===== config.mk =====
export PLATFORM = sky130hd
export DESIGN_NAME = paddle_cmd_gen
export DESIGN_NICKNAME = d
export VERILOG_FILES = /design/src/rtl/brick_pkg.sv /design/src/rtl/ps2_rx.sv /design/src/rtl/paddle_cmd_gen.sv
export SDC_FILE = /design/constraint.sdc
export NUM_CORES = 1
export LEC_CHECK = 0
export CAP_MARGIN = 20
export CORE_ASPECT_RATIO = 1.75
export CORE_MARGIN = 2
export CORE_UTILIZATION = 50
export CTS_BUF_LIST = sky130_fd_sc_hd__clkbuf_4 sky130_fd_sc_hd__clkbuf_8 sky130_fd_sc_hd__clkbuf_16
export DETAILED_ROUTE_END_ITERATION = 7
export PLACE_DENSITY_LB_ADDON = 0.25
export SLEW_MARGIN = 20
export SYNTH_ARGS = -nofsm -noshare
export SYNTH_HDL_FRONTEND = slang
export SYNTH_SLANG_ARGS = --single-unit

===== constraint.sdc =====
create_clock -name clock -period 3 [get_ports clock]
set_input_delay 0.3 -clock clock [delete_from_list [all_inputs] [get_ports clock]]
set_output_delay 0.3 -clock clock [all_outputs]
set_load 0.01 [all_outputs]

===== src/rtl/brick_pkg.sv =====
// Shared constants for the keyboard-to-paddle path: PS/2 scan codes,
// paddle move codes and the scan-code decoder state encoding.
package brick_pkg;

    localparam logic [7:0] SC_EXT   = 8'hE0;
    localparam logic [7:0] SC_BRK   = 8'hF0;
    localparam logic [7:0] SC_LEFT  = 8'h6B;
    localparam logic [7:0] SC_RIGHT = 8'h74;

    localparam logic [7:0] CMD_RIGHT = 8'h00;
    localparam logic [7:0] CMD_LEFT  = 8'h01;
    localparam logic [7:0] CMD_NONE  = 8'hFF;

    typedef enum logic [1:0] {
        IDLE    = 2'd0,
        EXT     = 2'd1,
        BRK     = 2'd2,
        EXT_BRK = 2'd3
    } dec_state_e;

endpackage


===== src/rtl/ps2_rx.sv =====
// PS/2 frame receiver: synchronizes the raw pins, shifts in 11-bit frames on
// falling PS/2 clock edges and reports good bytes or framing errors.
module ps2_rx #(
    parameter int FRAME_TIMEOUT = 50000
) (
    input  logic       clock,
    input  logic       reset,
    input  logic       ps2_clk,
    input  logic       ps2_dat,
    output logic       byte_valid,
    output logic [7:0] byte_data,
    output logic       frame_err
);

    localparam int TW = $clog2(FRAME_TIMEOUT + 1);

    logic          clk_s1_q, clk_s2_q, clk_prev_q;
    logic          dat_s1_q, dat_s2_q;
    logic [3:0]    bit_cnt_q, bit_cnt_d;
    logic [9:0]    shift_q, shift_d;
    logic [TW-1:0] timer_q, timer_d;
    logic          byte_valid_q, byte_valid_d;
    logic [7:0]    byte_data_q, byte_data_d;
    logic          frame_err_q, frame_err_d;
    logic          fall;

    // Synchronizers idle high so leaving reset never looks like a clock edge.
    always_ff @(posedge clock) begin
        if (reset) begin
            clk_s1_q     <= 1'b1;
            clk_s2_q     <= 1'b1;
            clk_prev_q   <= 1'b1;
            dat_s1_q     <= 1'b1;
            dat_s2_q     <= 1'b1;
            bit_cnt_q    <= '0;
            shift_q      <= '0;
            timer_q      <= '0;
            byte_valid_q <= 1'b0;
            byte_data_q  <= '0;
            frame_err_q  <= 1'b0;
        end else begin
            clk_s1_q     <= ps2_clk;
            clk_s2_q     <= clk_s1_q;
            clk_prev_q   <= clk_s2_q;
            dat_s1_q     <= ps2_dat;
            dat_s2_q     <= dat_s1_q;
            bit_cnt_q    <= bit_cnt_d;
            shift_q      <= shift_d;
            timer_q      <= timer_d;
            byte_valid_q <= byte_valid_d;
            byte_data_q  <= byte_data_d;
            frame_err_q  <= frame_err_d;
        end
    end

    // After ten shifts: shift_q[0]=start, [8:1]=data, [9]=parity; the stop
    // bit is checked live on the eleventh edge.
    always_comb begin
        fall         = clk_prev_q & ~clk_s2_q;
        bit_cnt_d    = bit_cnt_q;
        shift_d      = shift_q;
        timer_d      = timer_q;
        byte_valid_d = 1'b0;
        byte_data_d  = byte_data_q;
        frame_err_d  = 1'b0;
        if (fall) begin
            timer_d = '0;
            if (bit_cnt_q == 4'd10) begin
                bit_cnt_d = '0;
                if (!shift_q[0] && dat_s2_q && (^shift_q[9:1])) begin
                    byte_valid_d = 1'b1;
                    byte_data_d  = shift_q[8:1];
                end else begin
                    frame_err_d = 1'b1;
                end
            end else begin
                shift_d   = {dat_s2_q, shift_q[9:1]};
                bit_cnt_d = bit_cnt_q + 4'd1;
            end
        end else if (bit_cnt_q != 4'd0) begin
            if (timer_q == TW'(FRAME_TIMEOUT - 1)) begin
                timer_d     = '0;
                bit_cnt_d   = '0;
                frame_err_d = 1'b1;
            end else begin
                timer_d = timer_q + TW'(1);
            end
        end
    end

    assign byte_valid = byte_valid_q;
    assign byte_data  = byte_data_q;
    assign frame_err  = frame_err_q;

endmodule


===== src/rtl/paddle_cmd_gen.sv =====
// Turns PS/2 arrow-key make/break sequences into rate-limited paddle move
// strobes; strobes repeat only while exactly one arrow is held.
module paddle_cmd_gen
    import brick_pkg::*;
#(
    parameter int REPEAT_CYCLES = 500000,
    parameter int FRAME_TIMEOUT = 50000
) (
    input  logic       clock,
    input  logic       reset,
    input  logic       ps2_clk,
    input  logic       ps2_dat,
    output logic [7:0] cmd,
    output logic       cmd_en,
    output logic [1:0] held,
    output logic       frame_err
);

    localparam int             CW     = $clog2(REPEAT_CYCLES);
    localparam logic [CW-1:0]  RELOAD = CW'(REPEAT_CYCLES - 1);

    logic          byte_valid;
    logic [7:0]    byte_data;
    dec_state_e    state_q, state_d;
    logic          left_q, left_d, right_q, right_d;
    logic [1:0]    last_held_q;
    logic [CW-1:0] cnt_q, cnt_d;
    logic [7:0]    cmd_q, cmd_d;
    logic          cmd_en_q, cmd_en_d;
    logic          active, rise;

    ps2_rx #(.FRAME_TIMEOUT(FRAME_TIMEOUT)) u_rx (
        .clock      (clock),
        .reset      (reset),
        .ps2_clk    (ps2_clk),
        .ps2_dat    (ps2_dat),
        .byte_valid (byte_valid),
        .byte_data  (byte_data),
        .frame_err  (frame_err)
    );

    always_ff @(posedge clock) begin
        if (reset) begin
            state_q     <= IDLE;
            left_q      <= 1'b0;
            right_q     <= 1'b0;
            last_held_q <= 2'b00;
            cnt_q       <= RELOAD;
            cmd_q       <= CMD_NONE;
            cmd_en_q    <= 1'b0;
        end else begin
            state_q     <= state_d;
            left_q      <= left_d;
            right_q     <= right_d;
            last_held_q <= {left_q, right_q};
            cnt_q       <= cnt_d;
            cmd_q       <= cmd_d;
            cmd_en_q    <= cmd_en_d;
        end
    end

    always_comb begin
        state_d = state_q;
        left_d  = left_q;
        right_d = right_q;
        if (byte_valid) begin
            case (state_q)
                IDLE: begin
                    if (byte_data == SC_EXT)      state_d = EXT;
                    else if (byte_data == SC_BRK) state_d = BRK;
                end
                EXT: begin
                    state_d = IDLE;
                    if (byte_data == SC_BRK)        state_d = EXT_BRK;
                    else if (byte_data == SC_LEFT)  left_d  = 1'b1;
                    else if (byte_data == SC_RIGHT) right_d = 1'b1;
                end
                EXT_BRK: begin
                    state_d = IDLE;
                    if (byte_data == SC_LEFT)       left_d  = 1'b0;
                    else if (byte_data == SC_RIGHT) right_d = 1'b0;
                end
                default: state_d = IDLE;
            endcase
        end
    end

    // A change in the held pattern that leaves one key active strobes at once,
    // so a typematic repeat (no change) keeps the running phase.
    always_comb begin
        active   = left_q ^ right_q;
        rise     = active && ({left_q, right_q} != last_held_q);
        cnt_d    = RELOAD;
        cmd_en_d = 1'b0;
        cmd_d    = cmd_q;
        if (active) begin
            if (rise || cnt_q == '0) begin
                cmd_en_d = 1'b1;
                cmd_d    = left_q ? CMD_LEFT : CMD_RIGHT;
            end else begin
                cnt_d = cnt_q - CW'(1);
            end
        end
    end

    assign cmd    = cmd_q;
    assign cmd_en = cmd_en_q;
    assign held   = {left_q, right_q};

endmodule


==> results_tabular.tex <==
\begin{tabular}{lr}
\hline
Metric & Value \\
\hline
\multicolumn{2}{l}{\textbf{Logic synthesis}} \\
\quad Count of yosys warnings during synthesis & 0 \\
\quad Post-Syn Area & 0.003183 mm\^{}2 \\
\quad Synthesized-area fraction occupied by adder cells & 2.358\% \\
\quad Instance count of the mapped netlist & 351 \\
\quad Register area share after synthesis & 45.91\% \\
\quad Synthesized netlist net count & 361 \\
\quad Number of distinct library cells after synthesis & 49 \\
\quad Share of the synthesized netlist area taken by xor and xnor gates & 11.12\% \\
\quad Number of synthesized register bits & 73 \\
\quad Area fraction in compound gates after synthesis & 5.542\% \\
\quad Combinational family with the most area after synthesis & simple AND/OR/NAND/NOR gates \\
\quad Share of synthesized area spent on multiplexers & 3.852\% \\
\quad Average instance area after synthesis & 9.069 um\^{}2 \\
\quad Simple-gate area share of the yosys netlist & 26.81\% \\
\multicolumn{2}{l}{\textbf{STA}} \\
\quad Max frequency & 0.4575 GHz \\
\quad Transition time at the pin with the least slew margin & 865.4 ps \\
\quad Final Worst Setup Slack & 814.1 ps \\
\quad Final min period & 2186 ps \\
\quad Worst slew margin relative to its limit & 42.10\% \\
\quad Tcrit/Tclk final & 72.86\% \\
\quad Unrepaired setup endpoints after global routing & false \\
\quad Count of endpoints failing setup in the final report & 0 \\
\quad Hold Fails Final Rpt & 0 \\
\quad Clock tree skew after final layout & 8.636 ps \\
\quad Setup TNS Final & 0 ps \\
\quad Count of final max-slew check failures & 0 \\
\multicolumn{2}{l}{\textbf{Run}} \\
\quad Max-capacitance violation count & 0 \\
\multicolumn{2}{l}{\textbf{Floorplan}} \\
\quad Die height & 109.6 um \\
\quad Total Die Area & 0.007046 mm\^{}2 \\
\quad Row count & 38 \\
\quad I/O pin total & 16 \\
\quad Core Area & 0.006181 mm\^{}2 \\
\quad Initial standard-cell utilization of the core & 51.50\% \\
\quad Horizontal die dimension & 64.32 um \\
\multicolumn{2}{l}{\textbf{Critical path}} \\
\quad Worst-path fanout max & 8 \\
\quad Launch point of the critical path & u\_rx.bit\_cnt\_q[0] \\
\quad Cell depth of the worst flop-to-flop path & 7 \\
\quad Reg-to-reg setup timing slack & 810 ps \\
\quad Slowest stage cell on the critical path & sky130\_fd\_sc\_hd\_\_nor4b\_1 \\
\quad Crit path cell chain & inv\_1, ha\_1, nor3b\_2, nor4b\_1, nand4\_1, xor2\_1, nor2\_1 \\
\quad CP Class & reg2reg \\
\quad Type of destination of the critical path & flip-flop \\
\quad Worst stage delay on the critical path & 760 ps \\
\quad Required time at the endpoint of the critical path & 3200 ps \\
\quad CP arrival & 2390 ps \\
\quad Last element of the critical path & u\_rx.timer\_q[9] \\
\quad R2R Path End & u\_rx.timer\_q[9] \\
\quad Reg2reg start & u\_rx.bit\_cnt\_q[0] \\
\quad Sort of element at the start of the critical path & flip-flop \\
\multicolumn{2}{l}{\textbf{Place}} \\
\quad Detailed-placement wirelength estimate & 3857 um \\
\quad GP Congestion & 0.7389 \\
\quad Pre-CTS setup slack & 846.7 ps \\
\quad Placed standard-cell area & 0.003342 mm\^{}2 \\
\quad Count of input and output buffers & 15 \\
\multicolumn{2}{l}{\textbf{Power}} \\
\quad Clock power frac & 40.9\% \\
\quad Sequential share of power & 56.7\% \\
\quad Sw Ratio & 22.17\% \\
\quad Net switching power & 0.0003828 W \\
\quad Proportion of power drawn by combinational gates & 2.5\% \\
\quad VDD IR max & 439.3 uV \\
\quad Pwr dens & 489.3 mW/mm\^{}2 \\
\quad Leakage power & 1.227 nW \\
\quad Internal power & 0.001344 W \\
\multicolumn{2}{l}{\textbf{Clock network}} \\
\quad Resized cells post-CTS & 0 \\
\quad Num CTS Buffers & 9 \\
\quad Clock latency at the later pin of the worst-skew pair & 340 ps \\
\quad Quantity of hold-fixing buffers added after cts & 0 \\
\quad Number of buffers inserted to repair setup after CTS & 0 \\
\quad Clock tree buffer depth & 2 \\
\quad CTS Root Buffer Type & sky130\_fd\_sc\_hd\_\_clkbuf\_8 \\
\quad Sinks on the clock net & 73 \\
\quad CTS tree & yes \\
\quad \# H-tree levels & 3 \\
\quad CTS clock-pin slew for the worst setup and hold paths & 80 ps \\
\multicolumn{2}{l}{\textbf{Detailed routing}} \\
\quad DRC violation count after routing & 0 \\
\quad Count of TritonRoute iterations in the first routing pass & 4 \\
\quad Number of DRC markers after the initial detailed-route iteration & 63 \\
\quad Drt wl/cell & 12.08 um \\
\quad Antenna-violating nets left & 0 \\
\quad Number of vias after detailed routing & 2297 \\
\quad Total Wirelength & 5399 um \\
\quad Via density per instance & 5.139 \\
\multicolumn{2}{l}{\textbf{Finish}} \\
\quad Layout cells sized above 1 & 8.719\% \\
\quad Register cell area after layout & 0.001461 mm\^{}2 \\
\quad Layout filler cell count & 563 \\
\quad Area used by multi-input combinational logic & 0.001582 mm\^{}2 \\
\quad Layout Cell Area excl Fill & 0.003528 mm\^{}2 \\
\quad Final net count & 372 \\
\quad Area added between synthesis and finish & 10.85\% \\
\quad Number of diodes & 0 \\
\multicolumn{2}{l}{\textbf{Global routing}} \\
\quad Pin count of the biggest net entering global routing & 39 \\
\quad GR Overflow Total & 0 \\
\quad Vias in the first global route & 2248 \\
\quad Global-route wire length before repair & 9528 um \\
\quad Combined global-route utilization of all metal layers & 17.26\% \\
\quad Number of antenna violations at the first check in global routing & 0 \\
\multicolumn{2}{l}{\textbf{Outcome}} \\
\quad Result of the run & completed \\
\multicolumn{2}{l}{\textbf{Min path}} \\
\quad Class of the tightest hold or removal check & reg2reg \\
\quad Worst hold start & cnt\_q[0] \\
\hline
\end{tabular}
[worst min-delay path by stage]
| stage | slack [ps] | cells past startpoint | to |
|---|---|---|---|
| 4_1_cts | 400 | 1 | cnt_q[0] |
| 5_1_grt | 430 | 1 | cnt_q[0] |
| 3_5_place_dp | 380 | 1 | cnt_q[0] |
| 2_1_floorplan | 370 | 1 | cnt_q[0] |
| 6_report | 400 | 1 | cnt_q[0] |
| 3_3_place_gp | 380 | 1 | cnt_q[0] |
[flip-flops by register name (all words and copies together), names as in the netlist, 2 cells and up]
| name | flops |
|---|---|
| u_rx.byte_data | 8 |
| u_rx.timer_q | 16 |
| state_q | 2 |
| last_held_q | 2 |
| u_rx.bit_cnt_q | 4 |
| u_rx.shift_q | 10 |
| cmd | 2 |
| cnt_q | 19 |
[cell usage after synthesis (all sizes together)]
cell type | count | area share [%]
nor2b | 6 | 1.2
mux2i | 11 | 3.9
nand3 | 9 | 1.4
or4 | 3 | 0.83
ha | 6 | 2.4
nand2 | 44 | 5.2
nand4b | 1 | 0.28
a31oi | 2 | 0.39
or2 | 5 | 0.98
or4b | 1 | 0.31
and3b | 1 | 0.28
o21bai | 1 | 0.24
nor4 | 4 | 1.2
a22oi | 1 | 0.24
nor4b | 2 | 0.55
xnor3 | 1 | 0.75
and4b | 1 | 0.31
a21oi | 21 | 3.3
inv | 9 | 1.1
o21a | 1 | 0.24
xor2 | 15 | 4.1
or3 | 4 | 0.94
nor3 | 12 | 2.2
nand4 | 6 | 1.2
buf | 11 | 2.6
o21ai | 2 | 0.31
nor4bb | 1 | 0.31
xor3 | 1 | 0.75
xnor2 | 20 | 5.5
o31a | 1 | 0.28
o221ai | 1 | 0.28
nand2b | 4 | 0.79
and4 | 2 | 0.55
nor2 | 53 | 6.2
and2 | 1 | 0.20
nand3b | 3 | 0.71
dfxtp | 73 | 46
clkbuf | 6 | 0.71
a311oi | 1 | 0.28
nor3b | 3 | 0.86
or3b | 1 | 0.28
[cells in the final DEF (no fill, tap or decap), types with 4 or more instances in the layout]
cell type                          n
sky130_fd_sc_hd__a21oi_1          21
sky130_fd_sc_hd__clkbuf_8         11
sky130_fd_sc_hd__clkdlybuf4s50_1  15
sky130_fd_sc_hd__dfxtp_1          73
sky130_fd_sc_hd__ha_1              6
sky130_fd_sc_hd__inv_1             9
sky130_fd_sc_hd__mux2i_1          10
sky130_fd_sc_hd__nand2_1          44
sky130_fd_sc_hd__nand2b_1          4
sky130_fd_sc_hd__nand3_1           9
sky130_fd_sc_hd__nand4_1           6
sky130_fd_sc_hd__nor2_1           53
sky130_fd_sc_hd__nor2b_1           6
sky130_fd_sc_hd__nor3_1           11
sky130_fd_sc_hd__or2_2             5
sky130_fd_sc_hd__xnor2_1          20
sky130_fd_sc_hd__xor2_1           15
[cell type report]
type	count	share of cell area, %
Tap cell	80	2.837
Inverter	9	0.9574
Timing Repair Buffer	17	4.681
Clock inverter	4	0.7801
Multi-Input combinational cell	252	44.82
Sequential cell	73	41.42
Clock buffer	12	4.504
[routing by layer]
metal  share of wire, %  vias to the layer above  global-route usage (%)
li1                   -                     1193                       -
met1                 42                     1069                   17.92
met2                 53                       26                   31.92
met3                1.8                        9                   2.764
met4                2.3                        0                   10.64
met5                  0                        -                       0
[critical path, delay by kind of cell (launching register included)]
| kind | cells | cell delay [ps] |
|---|---|---|
| xor gates and xnor gates | 1 | 160 |
| DFF | 1 | 400 |
| adders and majority gates | 1 | 190 |
| buffers and inverters | 1 | 80 |
| and+or+nand+nor | 4 | 1220 |
[logic make-up (layout without fill, tap and decap cells)]
| logic type | Yosys count | after routing |
|---|---|---|
| compound gates | 31 | 31 |
| xor+xnor | 37 | 37 |
| fa+ha+maj | 6 | 6 |
| buf+inv | 26 | 42 |
| flops | 73 | 73 |
| mux | 11 | 11 |
| simple gates | 167 | 167 |
[power by group through the flow]
stage	sequential [W]	clock (W)	combinational, W
CTS	0.000979	0.000727	0.0000430
global route	0.000979	0.000765	0.0000477
floorplan	0.00100	0	0.0000312
detailed placement	0.00100	0	0.0000429
finish	0.000979	0.000705	0.0000423
global placement	0.00100	0	0.0000422
[metrics by stage]
step / total power (W) / utilization (%) / std cells / hold slack [ps]
4_1_cts: 0.001749 / 57.08 / 447 / 401.1
3_3_place_gp: 0.001043 / 54.07 / 431 / 383.3
3_5_place_dp: 0.001044 / 54.07 / 431 / 384.3
5_1_grt: 0.001792 / 57.08 / 447 / 428.4
2_1_floorplan: 0.001031 / - / 351 / 371.7
6_report: 0.001726 / 57.08 / 447 / 398.4
(Power assumes the default switching activity.)
